[config.mk]
export PLATFORM = sky130hd
export DESIGN_NAME = hex_rate_sequencer_flat
export DESIGN_NICKNAME = d
export VERILOG_FILES = /design/src/rtl/hex_rate_sequencer_if.sv /design/src/rtl/hex_rate_sequencer.sv /design/src/flat_wrapper.sv
export SDC_FILE = /design/constraint.sdc
export NUM_CORES = 1
export LEC_CHECK = 0
export ABC_AREA = 1
export BUFFER_PORTS_ARGS = -buffer_cell sky130_fd_sc_hd__buf_2
export CAP_MARGIN = 20
export CORE_ASPECT_RATIO = 0.9
export CORE_MARGIN = 2
export CORE_UTILIZATION = 50
export DETAILED_ROUTE_END_ITERATION = 8
export PLACE_DENSITY = 0.68
export SYNTH_ARGS = -nofsm -noshare
export SYNTH_HDL_FRONTEND = slang
export SYNTH_SLANG_ARGS = --single-unit
[constraint.sdc]
create_clock -name CLOCK_50 -period 3.2 [get_ports CLOCK_50]
set_input_delay 0.32 -clock CLOCK_50 [delete_from_list [all_inputs] [get_ports CLOCK_50]]
set_output_delay 0.32 -clock CLOCK_50 [all_outputs]
set_load 0.02 [all_outputs]
[src/rtl/hex_rate_sequencer_if.sv]
// Command and status bundle between the switch/key front end and the hex rate sequencer.
// The front end is the master; the sequencer is the slave.
interface hex_rate_sequencer_if;
    logic       start;
    logic       stop;
    logic       step;
    logic       clear;
    logic [1:0] speed;
    logic       wrap_en;
    logic [3:0] count;
    logic       tick;
    logic [1:0] state;
    logic       done;

    modport master (
        output start, stop, step, clear, speed, wrap_en,
        input  count, tick, state, done
    );

    modport slave (
        input  start, stop, step, clear, speed, wrap_en,
        output count, tick, state, done
    );
endinterface

[src/rtl/hex_rate_sequencer.sv]
// Rate divider plus run/pause/step/terminal-count sequencing for the 4-bit hex count.
// state | meaning
// IDLE  | stopped, count cleared or stepped manually
// RUN   | divider counting down, one advance per interval
// PAUSE | divider frozen, step allowed
// DONE  | count reached 15 with wrap disabled, waiting for start
module hex_rate_sequencer #(
    parameter int TICK_BASE = 50000000
) (
    input  logic                 CLOCK_50,
    input  logic                 reset,
    hex_rate_sequencer_if.slave  seq
);
    localparam int DIV_W = $clog2(4 * TICK_BASE);

    typedef enum logic [1:0] {
        ST_IDLE  = 2'b00,
        ST_RUN   = 2'b01,
        ST_PAUSE = 2'b10,
        ST_DONE  = 2'b11
    } state_t;

    state_t             state_r, state_nxt;
    logic [3:0]         count_r, count_nxt;
    logic [DIV_W-1:0]   div_r, div_nxt;
    logic               tick_r, tick_nxt;
    logic [1:0]         spd_r, spd_nxt;

    logic               do_start, do_step;
    logic               at_end;
    logic [3:0]         count_adv;

    // Interval P minus one, so a terminal count of zero marks the last cycle.
    function automatic logic [DIV_W-1:0] reload_of(input logic [1:0] spd);
        case (spd)
            2'b00:   reload_of = '0;
            2'b01:   reload_of = DIV_W'(TICK_BASE - 1);
            2'b10:   reload_of = DIV_W'(2 * TICK_BASE - 1);
            default: reload_of = DIV_W'(4 * TICK_BASE - 1);
        endcase
    endfunction

    always_ff @(posedge CLOCK_50) begin
        if (reset) begin
            state_r <= ST_IDLE;
            count_r <= 4'd0;
            div_r   <= '0;
            tick_r  <= 1'b0;
            spd_r   <= 2'b00;
        end else begin
            state_r <= state_nxt;
            count_r <= count_nxt;
            div_r   <= div_nxt;
            tick_r  <= tick_nxt;
            spd_r   <= spd_nxt;
        end
    end

    assign do_start  = seq.start && !seq.stop;
    assign do_step   = seq.step && !seq.stop && !seq.start;
    assign at_end    = (count_r == 4'hF) && !seq.wrap_en;
    assign count_adv = at_end ? 4'hF : count_r + 4'd1;

    always_comb begin
        state_nxt = state_r;
        count_nxt = count_r;
        div_nxt   = div_r;
        tick_nxt  = 1'b0;
        spd_nxt   = spd_r;
        if (seq.clear) begin
            state_nxt = ST_IDLE;
            count_nxt = 4'd0;
            div_nxt   = '0;
        end else begin
            case (state_r)
                ST_IDLE: begin
                    if (do_start) begin
                        state_nxt = ST_RUN;
                        spd_nxt   = seq.speed;
                        div_nxt   = reload_of(seq.speed);
                    end else if (do_step) begin
                        tick_nxt  = 1'b1;
                        count_nxt = count_adv;
                        if (at_end) state_nxt = ST_DONE;
                    end
                end
                ST_RUN: begin
                    if (div_r != '0) begin
                        if (!seq.stop) div_nxt = div_r - DIV_W'(1);
                    end else begin
                        tick_nxt  = 1'b1;
                        count_nxt = count_adv;
                        spd_nxt   = seq.speed;
                        div_nxt   = reload_of(seq.speed);
                    end
                    // Reaching the end outranks a simultaneous pause request.
                    if (div_r == '0 && at_end) state_nxt = ST_DONE;
                    else if (seq.stop)         state_nxt = ST_PAUSE;
                end
                ST_PAUSE: begin
                    if (do_start) begin
                        state_nxt = ST_RUN;
                    end else if (do_step) begin
                        tick_nxt  = 1'b1;
                        count_nxt = count_adv;
                        if (at_end) state_nxt = ST_DONE;
                    end
                end
                default: begin
                    if (do_start) begin
                        state_nxt = ST_RUN;
                        count_nxt = 4'd0;
                        spd_nxt   = seq.speed;
                        div_nxt   = reload_of(seq.speed);
                    end
                end
            endcase
        end
    end

    always_comb begin
        seq.count = count_r;
        seq.tick  = tick_r;
        seq.state = state_r;
        seq.done  = (state_r == ST_DONE);
    end
endmodule

[src/flat_wrapper.sv]
// flat-port wrapper written by rule: the top's interface ports become plain ports
module hex_rate_sequencer_flat 
#(
    parameter int TICK_BASE = 50000000
)
  (CLOCK_50, reset, seq_start, seq_stop, seq_step, seq_clear, seq_speed, seq_wrap_en, seq_count, seq_tick, seq_state, seq_done);
  hex_rate_sequencer_if seq_i ();
  input  logic CLOCK_50;
  input  logic reset;
  input wire logic [$bits(seq_i.start)-1:0] seq_start;
  input wire logic [$bits(seq_i.stop)-1:0] seq_stop;
  input wire logic [$bits(seq_i.step)-1:0] seq_step;
  input wire logic [$bits(seq_i.clear)-1:0] seq_clear;
  input wire logic [$bits(seq_i.speed)-1:0] seq_speed;
  input wire logic [$bits(seq_i.wrap_en)-1:0] seq_wrap_en;
  output wire logic [$bits(seq_i.count)-1:0] seq_count;
  output wire logic [$bits(seq_i.tick)-1:0] seq_tick;
  output wire logic [$bits(seq_i.state)-1:0] seq_state;
  output wire logic [$bits(seq_i.done)-1:0] seq_done;
  assign seq_i.start = seq_start;
  assign seq_i.stop = seq_stop;
  assign seq_i.step = seq_step;
  assign seq_i.clear = seq_clear;
  assign seq_i.speed = seq_speed;
  assign seq_i.wrap_en = seq_wrap_en;
  assign seq_count = seq_i.count;
  assign seq_tick = seq_i.tick;
  assign seq_state = seq_i.state;
  assign seq_done = seq_i.done;
  hex_rate_sequencer #(.TICK_BASE(TICK_BASE)) u_core (.CLOCK_50(CLOCK_50), .reset(reset), .seq(seq_i));
endmodule
==> results of run 1 <==
-- cell families (layout without fill, tap and decap cells) --
| family | Yosys count | after routing | synth area share [%] |
|---|---|---|---|
| adders and majority gates | 6 | 6 | 3.02 |
| DFF | 35 | 35 | 28.2 |
| buffers and inverters | 49 | 65 | 8.76 |
| AOI/OAI and AO/OA | 69 | 69 | 15.0 |
| xor gates and xnor gates | 20 | 20 | 7.05 |
| and+or+nand+nor | 225 | 225 | 38.0 |
-- worst paths after layout --
check             startpoint              end
max          u_core.div_r[0]  u_core.div_r[4]
min                seq_start  u_core.seq.tick
max reg2reg  u_core.div_r[0]  u_core.div_r[4]
min reg2reg  u_core.div_r[1]  u_core.div_r[1]
-- state kept, by name, summed over array words and instances (netlist names) --
name / count
u_core.seq.count: 4
u_core.seq.state: 2
u_core.seq.tick: 1
u_core.div_r: 28
-- cell usage after synthesis (all sizes together) --
library cell and instances:
nand4 5, o21bai 1, nand3 21, ha 6
a21oi 28, nor2 88, clkbuf 3, nand3b 1
xor2 13, dfxtp 35, nand2 109, xnor2 7
or2 1, o22ai 1, inv 36, o21ai 39
clkinv 2, buf 8
-- metal layers --
metal	vias up	global-route usage (%)	wire length, microns
met5	-	0	0
met4	0	7.21	123
met3	12	5.61	348
met2	60	37.5	2730
met1	1151	34.9	3160
li1	1318	-	-
-- metrics by stage --
| step | area (sq um) | std cells | worst slack [ns] |
|---|---|---|---|
| floorplan | 2480 | 404 | 1.42 |
| CTS | 2680 | 485 | 0.890 |
| detailed placement | 2600 | 477 | 0.900 |
| finish | 2680 | 485 | 0.853 |
| global route | 2680 | 485 | 0.656 |
| global placement | 2600 | 477 | 0.981 |
-- cell type report --
class	instances	area (sq um)	share of cell area (%)
inverters	38	148	5.51
repair buffers	19	103	3.83
flip-flops and latches	35	701	26.1
clock buffers	7	76.3	2.85
multi-input cells	320	1570	58.4
clock inverters	1	5.00	0.187
well taps	65	81.3	3.03
-- report_power, final --
part	leakage [nW]	total, mW	switching (mW)	internal [mW]
sequential	0.285	0.480	0.0243	0.455
clock	0.0422	0.316	0.164	0.153
combinational	0.972	0.416	0.274	0.141
total	1.30	1.21	0.462	0.749
-- worst min-delay path: cells and delay by family --
family / cells / cell delay (ns)
AOI/OAI and AO/OA: 1 / 0.06
buffers and inverters: 1 / 0.09
and+or+nand+nor: 2 / 0.14
==> impl_metrics.yaml, run 1 <==
clock_tree:
  cts.repair.resized: 0
  cts_sinks: 35
  cts_buffer_depth: 2
  insertion_delay_ns: 0.30
  htree_levels: 2
  cts_hold_buf: 0
  cts.clk_slew.worst_paths_ns: 0.08
  cts_setup_buffers: 0
  cts_root_buf: "clkbuf_8"
  cts_tree: "done"
  cts_buffers: 5
synthesis:
  synth_seq_cells: 35
  yosysWarnings: 0
  synth_area_sq_um: 2480
  syn_inst: 404
  synth.distinct_cells: 29
  synthTopCellsByArea: "dfxtp_1, nand2_1, nor2_1"
  ys_seq_area_share_pct: 28.2
  syn_nets: 419
  synth_area_leader_cell: "dfxtp_1"
  synth_area_per_cell_sq_um: 6.15
  synth_top_area_share_pct: 28.2
timing:
  setup_viol: 0
  skew_ns: 0.00856
  post-route-period-util_pct: 73.4
  max_freq_mhz: 426
  tns_ns: 0
  worst_slew_pin_slew_ns: 0.614
  finalHoldViolations: 0
  rsz0062_at_grt: "no"
  fin_crit_ns: 2.35
  slew_viol_final: 0
  holdWs_ns: 0.362
  relSlewSlack_pct: 59.0
worst_setup_path:
  slowest_stage: "nand2_1"
  critPathCaptureType: "register"
  critPathBufInv: 2
  reg2reg_slack_ns: 0.85
  rr_worst_depth: 13
  arrival_ns: 2.51
  cp_top_family: "simple AND/OR/NAND/NOR gates"
  crit_top_cell: "nand2_1"
  crit_type: "register to register"
  crit_path_max_incr_delay_ns: 0.35
  path_depth: 13
  start_kind: "register"
  crit_path_max_fanout: 18
  cp.required_ns: 3.37
  crit_path_cell_trace: "inv_1 > ha_1 > nand2_2 > nor2_4 > nand2_4 > clkinv_4 > nand2_4 > nand2_2 > nand2_1 > o21ai_0 > nand2_1 > nand2_1 > nor2_1"
drt:
  ant_nets: 0
  wl_mm: 6.36
  vias_per_cell: 5.24
  vias: 2541
  routedWlPerCell_microns: 13.1
  post-route-drc-count: 0
  drt_iter0_drc: 189
  first_pass_iters: 5
die:
  start_util_pct: 51.7
  die_h_microns: 70.9
  rows: 24
  die_x_microns: 78.3
  ios: 17
  dieArea_sq_um: 5550
  coreArea_sq_um: 4800
final_layout:
  mostFrequentLayoutCell: "nand2_1"
  area_growth_pct: 7.85
  final_nets: 434
  final_cell_mix: "nand2_1, nor2_1, inv_1, dfxtp_1, a21oi_1"
  drive_above_1_share_pct: 10.7
  n_fill_cell: 507
  utilization_pct: 55.8
  antenna_cells: 0
place:
  io_buffers: 16
  hpwl_mm: 4.66
  gp_congestion: 0.890
global_routing:
  grt_overflow: 0
  grt_usage_pct: 24.6
  first_global_vias: 2227
  grt_max_degree: 28
  grt_pass1_wl_mm: 10.7
  antenna_found_initial: 0
power_and_ir_drop:
  peakVddDrop_mv: 0.273
  total_power_mw: 1.21
  p_per_area_nw_per_um2: 452
  cellLeakagePower_nw: 1.30
status:
  status: "finished clean"
min_path:
  hold_depth: 4
  worst_hold_path_type: "primary input to register"
flow_run:
  drv_cap: 0
Power figures use the tool's default switching activity.
==> run 2, diff against run 1 <==
==> constraint.sdc (replaced) <==
create_clock -name CLOCK_50 -period 2.4 [get_ports CLOCK_50]
set_input_delay 0.24 -clock CLOCK_50 [delete_from_list [all_inputs] [get_ports CLOCK_50]]
set_output_delay 0.24 -clock CLOCK_50 [all_outputs]
set_load 0.02 [all_outputs]
==> run 2 against run 1 <==
Global-route usage is 0.28 points higher. Sequential cell count stayed put. Clock skew is 0.0018 ns lower. Final cell count is 0.62% higher. Core utilization is 1.5 points higher. Hold slack worse by 0.083 ns. Setup slack worse by 0.58 ns. Via count is 0.31% lower. Sequential share of layout area is 0.67 points lower. Routed wire length hardly changed. First-iteration DRC count is 38% higher. Critical path type unchanged.
==> impl_metrics.yaml, run 2 (synthesis results as in run 1) <==
status:
  status: "finished clean"
drt:
  ant_nets: 0
  vias_per_cell: 5.19
  post-route-drc-count: 0
  vias: 2533
  wl_mm: 6.36
  routedWlPerCell_microns: 13.0
  drt_iter0_drc: 260
  first_pass_iters: 5
place:
  hpwl_mm: 4.76
  io_buffers: 16
  dp_slack_ns: 0.279
  gp_congestion: 0.913
timing:
  finalHoldViolations: 0
  relSlewSlack_pct: 67.6
  worst_slew_pin_slew_ns: 0.486
  tns_ns: 0
  rsz0062_at_grt: "no"
  fin_crit_ns: 2.13
  finalWorstSetupSlack_ns: 0.269
  post-route-period-util_pct: 88.8
  max_freq_mhz: 469
  slew_viol_final: 0
  skew_ns: 0.00672
  setup_viol: 0
global_routing:
  grt_max_degree: 38
  antenna_found_initial: 0
  grt_pass1_wl_mm: 11.0
  grt_overflow: 0
  grt_usage_pct: 24.9
  first_global_vias: 2354
final_layout:
  final_nets: 437
  drive_above_1_share_pct: 11.8
  largest_register_ffs: 28
  top_register: "u_core.div_r"
  area_growth_pct: 10.7
  mostFrequentLayoutCell: "nand2_1"
  antenna_cells: 0
  final_cell_mix: "nand2_1, nor2_1, inv_1, dfxtp_1, a21oi_1"
worst_setup_path:
  cp_top_family: "simple AND/OR/NAND/NOR gates"
  crit_type: "register to register"
  crit_path_max_fanout: 6
  arrival_ns: 2.32
  slowest_stage: "dfxtp_1"
  critPathBufInv: 3
  critPathCaptureType: "register"
  crit_path_max_incr_delay_ns: 0.32
  crit_path_cell_trace: "inv_1 > ha_1 > nand2_2 > nor2_4 > nand2_4 > nor2_2 > nor2_1 > buf_4 > nor2_2 > inv_1 > o21ai_1 > nor2_1"
  cp.required_ns: 2.59
  start_kind: "register"
die:
  die_h_microns: 70.9
  coreArea_sq_um: 4800
  start_util_pct: 51.7
  dieArea_sq_um: 5550
  rows: 24
  die_x_microns: 78.3
  ios: 17
clock_tree:
  cts_root_buf: "clkbuf_8"
  cts_tree: "done"
  cts_setup_buffers: 0
  cts_buffers: 5
  cts.repair.resized: 0
  cts.clk_slew.worst_paths_ns: 0.07
  htree_levels: 2
  cts_sinks: 35
  cts_buffer_depth: 2
  insertion_delay_ns: 0.29
  cts_hold_buf: 0
power_and_ir_drop:
  peakVddDrop_mv: 0.309
  cellLeakagePower_nw: 1.33
  p_per_area_nw_per_um2: 616
min_path:
  worst_hold_path_type: "primary input to register"
flow_run:
  drv_cap: 0
[run 2: cell types whose count changed in the layout (fill, tap and decap cells not counted), sizes merged]
cell      change
clkinvlp      +1
clkinv        -1
buf           +3
[run 2: metrics by stage]
step	total power, mW	instance area (sq um)	utilization [%]	std cells	hold WS (ns)
floorplan	1.09	2480	-	404	0.443
global placement	1.21	2650	55.1	480	0.474
detailed placement	1.21	2650	55.1	480	0.479
CTS	1.69	2750	57.2	488	0.270
global route	1.82	2750	57.2	488	0.313
finish	1.69	2750	57.2	488	0.279
[run 2: path summary, 6_finish.rpt]
| check | endpoint | startpoint | slack (ns) | depth (start not counted) |
|---|---|---|---|---|
| max | u_core.seq.count[2] | u_core.div_r[0] | 0.27 | 12 |
| min | u_core.div_r[6] | reset | 0.28 | 4 |
| max reg2reg | u_core.seq.count[2] | u_core.div_r[0] | 0.27 | 12 |
| min reg2reg | u_core.div_r[1] | u_core.div_r[1] | 0.49 | 2 |
[run 2: area by class of cell]
| class | count | area [sq um] |
|---|---|---|
| Inverter | 38 | 148 |
| Sequential cell | 35 | 701 |
| Tap cell | 65 | 81.3 |
| Multi-Input combinational cell | 320 | 1570 |
| Clock buffer | 7 | 96.3 |
| Fill cell | 515 | 2050 |
| Timing Repair Buffer | 22 | 150 |
| Clock inverter | 1 | 7.51 |
[run 2: routing by layer]
layer | share of wire, % | global-route usage (%)
met5 | 0 | 0
met4 | 1.3 | 6.63
met2 | 43 | 38.3
met3 | 4.6 | 4.21
met1 | 51 | 36.1
[run 2: where the power goes]
| part | leakage, nW | internal (mW) | total (mW) | switching (mW) |
|---|---|---|---|---|
| Combinational | 0.995 | 0.201 | 0.570 | 0.369 |
| Clock | 0.0505 | 0.261 | 0.484 | 0.223 |
| Sequential | 0.285 | 0.607 | 0.639 | 0.0326 |
| Total | 1.33 | 1.07 | 1.69 | 0.625 |
[run 2: worst min-delay path, delay by kind of cell]
kind / cells / cell delay [ns]
buf+inv: 1 / 0.07
simple gates: 3 / 0.21
